### src/rtl/pipe_stage_chain_if.sv
// Handshake bundle for pipe_stage_chain: upstream offer/accept and downstream valid/consume.
interface pipe_stage_chain_if #(
    parameter int unsigned DATA_W = 32
);
    logic              in_valid;
    logic [DATA_W-1:0] in_data;
    logic              in_ready;
    logic              out_valid;
    logic [DATA_W-1:0] out_data;
    logic              out_ready;

    // Environment side: produces input payloads and consumes outputs
    modport master (
        output in_valid,
        output in_data,
        output out_ready,
        input  in_ready,
        input  out_valid,
        input  out_data
    );

    // Pipeline side
    modport slave (
        input  in_valid,
        input  in_data,
        input  out_ready,
        output in_ready,
        output out_valid,
        output out_data
    );
endinterface

### src/rtl/pipe_stage_chain.sv
// Chain of DEPTH valid/ready register stages with bubble collapse, flush and occupancy count.
module pipe_stage_chain #(
    parameter int unsigned DATA_W = 32,
    parameter int unsigned DEPTH  = 1,
    parameter int unsigned CNT_W  = 4
) (
    input  logic                clk,
    input  logic                reset,
    input  logic                flush,
    pipe_stage_chain_if.slave   bus,
    output logic [DEPTH-1:0]    stage_valid,
    output logic [CNT_W-1:0]    occupancy
);

    logic [DEPTH-1:0]  v_q;
    logic [DEPTH-1:0]  v_d;
    logic [DATA_W-1:0] d_q [DEPTH];
    logic [DATA_W-1:0] d_d [DEPTH];
    logic [CNT_W-1:0]  occ_q;
    logic [CNT_W-1:0]  occ_d;

    logic [DEPTH-1:0]  rdy;
    logic [DEPTH-1:0]  down_rdy;
    logic [DEPTH-1:0]  up_vld;
    logic [DATA_W-1:0] up_data [DEPTH];
    logic [DEPTH-1:0]  load;
    logic [DEPTH-1:0]  drain;
    logic [DEPTH-1:0]  empty;

    // A stage can accept when downstream consumes or any stage at or after it is empty;
    // written in closed form so the ready chain has no bit-to-bit feedback in one vector.
    always_comb begin
        empty = ~v_q;
        rdy   = '0;
        for (int i = 0; i < int'(DEPTH); i++) begin
            rdy[i] = bus.out_ready | (|(empty >> i));
        end
    end

    // Neighbour views: what feeds each stage and what each stage drains into
    always_comb begin
        up_vld     = '0;
        up_data[0] = bus.in_data;
        up_vld[0]  = bus.in_valid;
        for (int i = 1; i < int'(DEPTH); i++) begin
            up_vld[i]  = v_q[i-1];
            up_data[i] = d_q[i-1];
        end
        down_rdy          = '0;
        down_rdy[DEPTH-1] = bus.out_ready;
        for (int i = 0; i < int'(DEPTH) - 1; i++) begin
            down_rdy[i] = rdy[i+1];
        end
    end

    // Per-stage load / drain / hold; flush kills everything including this cycle's offer
    always_comb begin
        v_d   = v_q;
        load  = '0;
        drain = '0;
        for (int i = 0; i < int'(DEPTH); i++) begin
            d_d[i]   = d_q[i];
            load[i]  = up_vld[i] & rdy[i];
            drain[i] = v_q[i] & down_rdy[i];
            if (load[i]) begin
                v_d[i] = 1'b1;
                d_d[i] = up_data[i];
            end else if (drain[i]) begin
                v_d[i] = 1'b0;
                d_d[i] = '0;
            end
        end
        if (flush) begin
            v_d = '0;
            for (int i = 0; i < int'(DEPTH); i++) begin
                d_d[i] = '0;
            end
        end
    end

    // Occupancy is registered alongside the valid bits it counts
    always_comb begin
        occ_d = '0;
        for (int i = 0; i < int'(DEPTH); i++) begin
            occ_d = occ_d + CNT_W'(v_d[i]);
        end
    end

    always_ff @(posedge clk) begin
        if (reset) begin
            v_q   <= '0;
            occ_q <= '0;
            for (int i = 0; i < int'(DEPTH); i++) begin
                d_q[i] <= '0;
            end
        end else begin
            v_q   <= v_d;
            occ_q <= occ_d;
            for (int i = 0; i < int'(DEPTH); i++) begin
                d_q[i] <= d_d[i];
            end
        end
    end

    assign bus.in_ready  = rdy[0];
    assign bus.out_valid = v_q[DEPTH-1];
    assign bus.out_data  = d_q[DEPTH-1];
    assign stage_valid   = v_q;
    assign occupancy     = occ_q;

endmodule

### src/flat_wrapper.sv
// flat-port wrapper written by rule: the top's interface ports become plain ports
module pipe_stage_chain_flat 
#(
    parameter int unsigned DATA_W = 32,
    parameter int unsigned DEPTH  = 1,
    parameter int unsigned CNT_W  = 4
)
  (clk, reset, flush, stage_valid, occupancy, bus_in_valid, bus_in_data, bus_out_ready, bus_in_ready, bus_out_valid, bus_out_data);
  pipe_stage_chain_if #(.DATA_W(DATA_W)) bus_i ();
  input  logic clk;
  input  logic reset;
  input  logic flush;
  output logic [DEPTH-1:0] stage_valid;
  output logic [CNT_W-1:0] occupancy;
  input wire logic [$bits(bus_i.in_valid)-1:0] bus_in_valid;
  input wire logic [$bits(bus_i.in_data)-1:0] bus_in_data;
  input wire logic [$bits(bus_i.out_ready)-1:0] bus_out_ready;
  output wire logic [$bits(bus_i.in_ready)-1:0] bus_in_ready;
  output wire logic [$bits(bus_i.out_valid)-1:0] bus_out_valid;
  output wire logic [$bits(bus_i.out_data)-1:0] bus_out_data;
  assign bus_i.in_valid = bus_in_valid;
  assign bus_i.in_data = bus_in_data;
  assign bus_i.out_ready = bus_out_ready;
  assign bus_in_ready = bus_i.in_ready;
  assign bus_out_valid = bus_i.out_valid;
  assign bus_out_data = bus_i.out_data;
  pipe_stage_chain #(.DATA_W(DATA_W), .DEPTH(DEPTH), .CNT_W(CNT_W)) u_core (.clk(clk), .reset(reset), .flush(flush), .bus(bus_i), .stage_valid(stage_valid), .occupancy(occupancy));
endmodule
### config.mk
export PLATFORM = sky130hd
export DESIGN_NAME = pipe_stage_chain_flat
export DESIGN_NICKNAME = d
export VERILOG_FILES = /design/src/rtl/pipe_stage_chain_if.sv /design/src/rtl/pipe_stage_chain.sv /design/src/flat_wrapper.sv
export SDC_FILE = /design/constraint.sdc
export NUM_CORES = 1
export LEC_CHECK = 0
export CAP_MARGIN = 20
export CORE_ASPECT_RATIO = 0.6
export CORE_MARGIN = 3
export CORE_UTILIZATION = 38
export CTS_BUF_LIST = sky130_fd_sc_hd__clkbuf_8
export DETAILED_ROUTE_END_ITERATION = 6
export PLACE_DENSITY = 0.95
export SLEW_MARGIN = 20
export SYNTH_ARGS = -nofsm -noshare
export SYNTH_HDL_FRONTEND = slang
export SYNTH_SLANG_ARGS = --single-unit
### constraint.sdc
create_clock -name clk -period 3.2 [get_ports clk]
set_input_delay 0.8 -clock clk [delete_from_list [all_inputs] [get_ports clk]]
set_output_delay 0.8 -clock clk [all_outputs]
set_load 0.01 [all_outputs]
## After elaboration in Yosys (flattened, before gate mapping)

Memories as Yosys holds them, arrays and structs flattened.
Cells that the tools add are included.

| storage, ports and cells | value |
|---|---|
| memories | 1 |
| memory bits (writable) | 32 |
| logic and storage cells | 19 |
| register bits | 4 |
| output and inout bits | 39 |

Memory list:

| name | depth | bits a word | rd ports | clocked after Yosys merged registers in | wr ports | RTL line | text |
|---|---|---|---|---|---|---|---|
| u_core.d_q | 1 | 32 | 1 | 0 | 1 | pipe_stage_chain.sv:17 | `logic [DATA_W-1:0] d_q [DEPTH];` |

| cells by class | value |
|---|---|
| multiplexer cells | 11 |
| bitwise operators | 4 |
| reduce and logical (&&, ||, !) cells | 1 |

Operator list:

| operator | count |
|---|---|
| $mux 32 | 4 |
| $reduce_or 32->1 | 1 |
| $mux 1 | 7 |
| $and 1x1->1 | 2 |
| $not 1->1 | 1 |
| $or 1x1->1 | 1 |

## Logic depth before layout (Yosys ltp)

| logic depth | value |
|---|---|
| depth in word-level cells | 6 |
| gate-level depth with buffers | 5 |
| mapped depth without buffers | 3 |

## Least setup slack after synthesis

OpenSTA, ideal clock, no wires.

| timing | value |
|---|---|
| path type | input to output |
| from | input port bus_out_ready |
| to | output port bus_in_ready |
| path slack | 1.424 ns |
| stages | 1 |
| arrival time | 0.976 ns |
| required time | 2.400 ns |
| path through | nand2b_1 |

| on the way | value |
|---|---|
| word-level cells in the longest chain between the ends | 1 |

Ends and longest elaborated chain:

| item | RTL line | text |
|---|---|---|
| start, declared | flat_wrapper.sv:17 | `input wire logic [$bits(bus_i.out_ready)-1:0] bus_out_ready;` |
| $or 1x1->1 | pipe_stage_chain.sv:36 | `rdy[i] = bus.out_ready \| (\|(empty >> i));` |
| end, declared | flat_wrapper.sv:18 | `output wire logic [$bits(bus_i.in_ready)-1:0] bus_in_ready;` |

Every way passes these cells.

## Worst setup path after layout

Same ends and word-level chain as after synthesis.

==> summary.md <==
| Metric | Value |
|---|---|
| Status | finished, final reports clean |
| Antenna Nets Post-Route | 0 |
| Placeable Area | 2610 um2 |
| Clock sinks | 33 |
| Share of the yosys chip area belonging to registers | 61.0% |
| GRT Total Usage | 16.6% |
| H-tree Lvls | 2 |
| Crit-path max FO | 3 |
| TritonRoute pass-1 iters | 3 |
| Synth unique cells | 13 |
| IR drop worst, VDD | between 0.0003 and 0.0004 V |
| Pwr/cell area | 454 nW/um2 |
| Syn Inst Count | 85 |
| RSZ-0062 raised after global routing | no |
| Relative slew slack | ~37% |
| Avg WL per Cell | 15.0 um |
| FF/Latch Area | ~660 um2 |
| Initial antenna violation count | 0 |
| Hold crit path type | flip-flop to flip-flop |
| Initial core utilization | 41.5% |
| Mux cell area share after synthesis | 0% |
| Fin nets | about 190 |
| Synthesized area per cell | roughly 13 um2 |
| Netlist Area Pre-Place | roughly 1100 um2 |
| Worst-Skew Late Latency | around 0.27 ns |
| Multi-input logic area | around 330 um2 |
| Post-CTS Setup Inserts | 0 |
| Hold EP | u_core.d_q[0][9] |
| Hold_sp | u_core.d_q[0][9] |
| Hold Path Depth | 1 |
| Final HPWL DP | about 2200 um |
| Post-CTS sizing | 0 |
| Max Cap Violations | 0 |
| Path depth of the worst reg2reg path | 2 |
| Hold buffers post-CTS | 0 |
| Syn. warnings | 0 |
| Root Buffer | clkbuf_8 |
| Vias in the first global route | 873 |
| Period utilization | 86.9% |
| Crit path kind | input port to primary output |
| Max Freq | between 300 and 400 MHz |
| Required @ worst endpoint | about 2.4 ns |
| Overall die width | roughly 75 um |
| Lkg Pwr | around 0.74 nW |
| Buffers on Ports | about 70 |
| Max Slew Vio Count | 0 |
| Total length of routed wires | approximately 2800 um |
| Post-synthesis adder-cell area fraction | 0% |
| Complex-gate fraction of the synthesized area | a little over a quarter |
| R2r endpoint | u_core.d_q[0][22] |
| Final routed DRC violation total | 0 |
| CTS Buf Count | 5 |
| Final setup fails | 0 |
| Gr ovfl total | 0 |
| # rows | 14 |
| Global-route wire length before repair | roughly 4200 um |
| Die H | about 47 um |
| Filler cell count | 180 |
| I/O pin cnt | 76 |
| Final hold violation count | 0 |
| CTS tree | built |
| Clk_skew | between 0.003 and 0.004 ns |
| Arrival @ worst endpoint | a little under 2 ns |
| Flops & latches, synth | 33 |
| Placed cells | 180 |
| Final Critical Period | approximately 2.8 ns |
| Largest family of logic cells by synthesized area | compound AO/OA/AOI/OAI gates |
| Largest net degree at the start of global routing | 33 |
| Simple-gate share of the synthesized area | 1.85% |
| Setup crit start kind | input port |
| Hold WS | between 0.4 and 0.5 ns |
| Share of cells above drive strength 1 | 4.52% |
| DR vias | ~910 |
| Worst R2R Start | u_core.bus.out_valid |
| Max Root-Sink Buffers | 2 |
| Die area | 3550 um2 |
| DR vias/cell | ~5 |
| XOR/XNOR share of the synthesized area | 0% |
| TNS Setup | 0 ns |
| Initial drt markers | 55 |
| Slew @ Worst Pin | approximately 0.94 ns |
| Worst Setup End Kind | primary output |
| Place WS | around 0.43 ns |
| Number of diodes | 0 |
| Flop2flop setup slack | approximately 1.6 ns |
| RD Place Congestion | 0.704 |
| Layout area overhead | 70.6% |
| Final WS setup | ~0.42 ns |
| Clock Pin Slew Worst Setup and Hold Paths | 0.06 ns |
| Layout Cells excl Fill | approximately 190 |
stage by stage:
step | area, um2 | power, mW | utilization, %
floorplan | 1090 | 0.480 | -
global placement | 1760 | 0.549 | 67.5
detailed placement | 1760 | 0.552 | 67.5
CTS | 1850 | 0.851 | 70.8
global route | 1850 | 0.875 | 70.8
finish | 1850 | 0.839 | 70.8
layout make-up:
class	instances	area share [%]
Tap cell	32	2.17
Inverter	1	0.203
Multi-Input combinational cell	41	17.8
Clock buffer	6	4.47
Timing Repair Buffer	73	39.4
Sequential cell	33	35.7
Clock inverter	1	0.203
Yosys cell counts:
master     n  area [um2]
inv_1      1        3.75
buf_4      5        37.5
o211a_1    1        10.0
a21boi_0   1        7.51
nor2_1     1        3.75
a22o_1    32         280
buf_6      4        45.0
nand2b_1   1        6.26
buf_2      3        15.0
nand2_1    1        3.75
and3_1     1        6.26
dfxtp_1   33         661
conb_1     1        3.75
worst max path at each step:
stage | from | endpoint | slack (ns) | depth (start not counted)
CTS | bus_out_ready | bus_in_ready | 0.42 | 3
detailed placement | bus_out_ready | bus_in_ready | 0.43 | 3
global placement | bus_out_ready | bus_in_ready | 0.47 | 3
global route | bus_out_ready | bus_in_ready | 0.39 | 3
finish | bus_out_ready | bus_in_ready | 0.42 | 3
floorplan | bus_out_ready | bus_in_ready | 1.42 | 1
critical path, cell delays in order:
cell and delay [ns]:
clkdlybuf4s50_1 0.48, nand2b_1 0.15, clkdlybuf4s50_1 0.55
state kept, by name (all words and copies together) (netlist names):
register	cells
u_core.d_q	32
u_core.bus.out_valid	1
layer usage:
metal	share of wire (%)	GRT usage, %	up-vias
met5	0	0	-
met4	0.61	6.38	0
met3	6.8	5.98	2
met2	51	29.4	35
met1	41	18.7	430
li1	-	-	444
cell families after synthesis:
| logic type | Yosys count |
|---|---|
| compound gates | 34 |
| simple gates | 4 |
| buf+inv | 13 |
| flops | 33 |
| other cells | 1 |
report_power, final:
part	switching [mW]	internal, mW	leakage [nW]
clock network	0.129	0.167	0.0485
registers	0.00796	0.425	0.269
logic	0.0362	0.0737	0.421
total	0.173	0.666	0.739
cell usage in the layout, fill, tap and decap left out:
master,instances
clkbuf_8,6
and3_1,1
buf_4,1
nand2_1,1
clkdlybuf4s50_1,72
inv_1,2
a22o_1,32
a21boi_0,1
o211a_1,1
conb_1,3
nor2_1,1
dfxtp_1,33
nand2b_1,1
(Power assumes the default switching activity.)
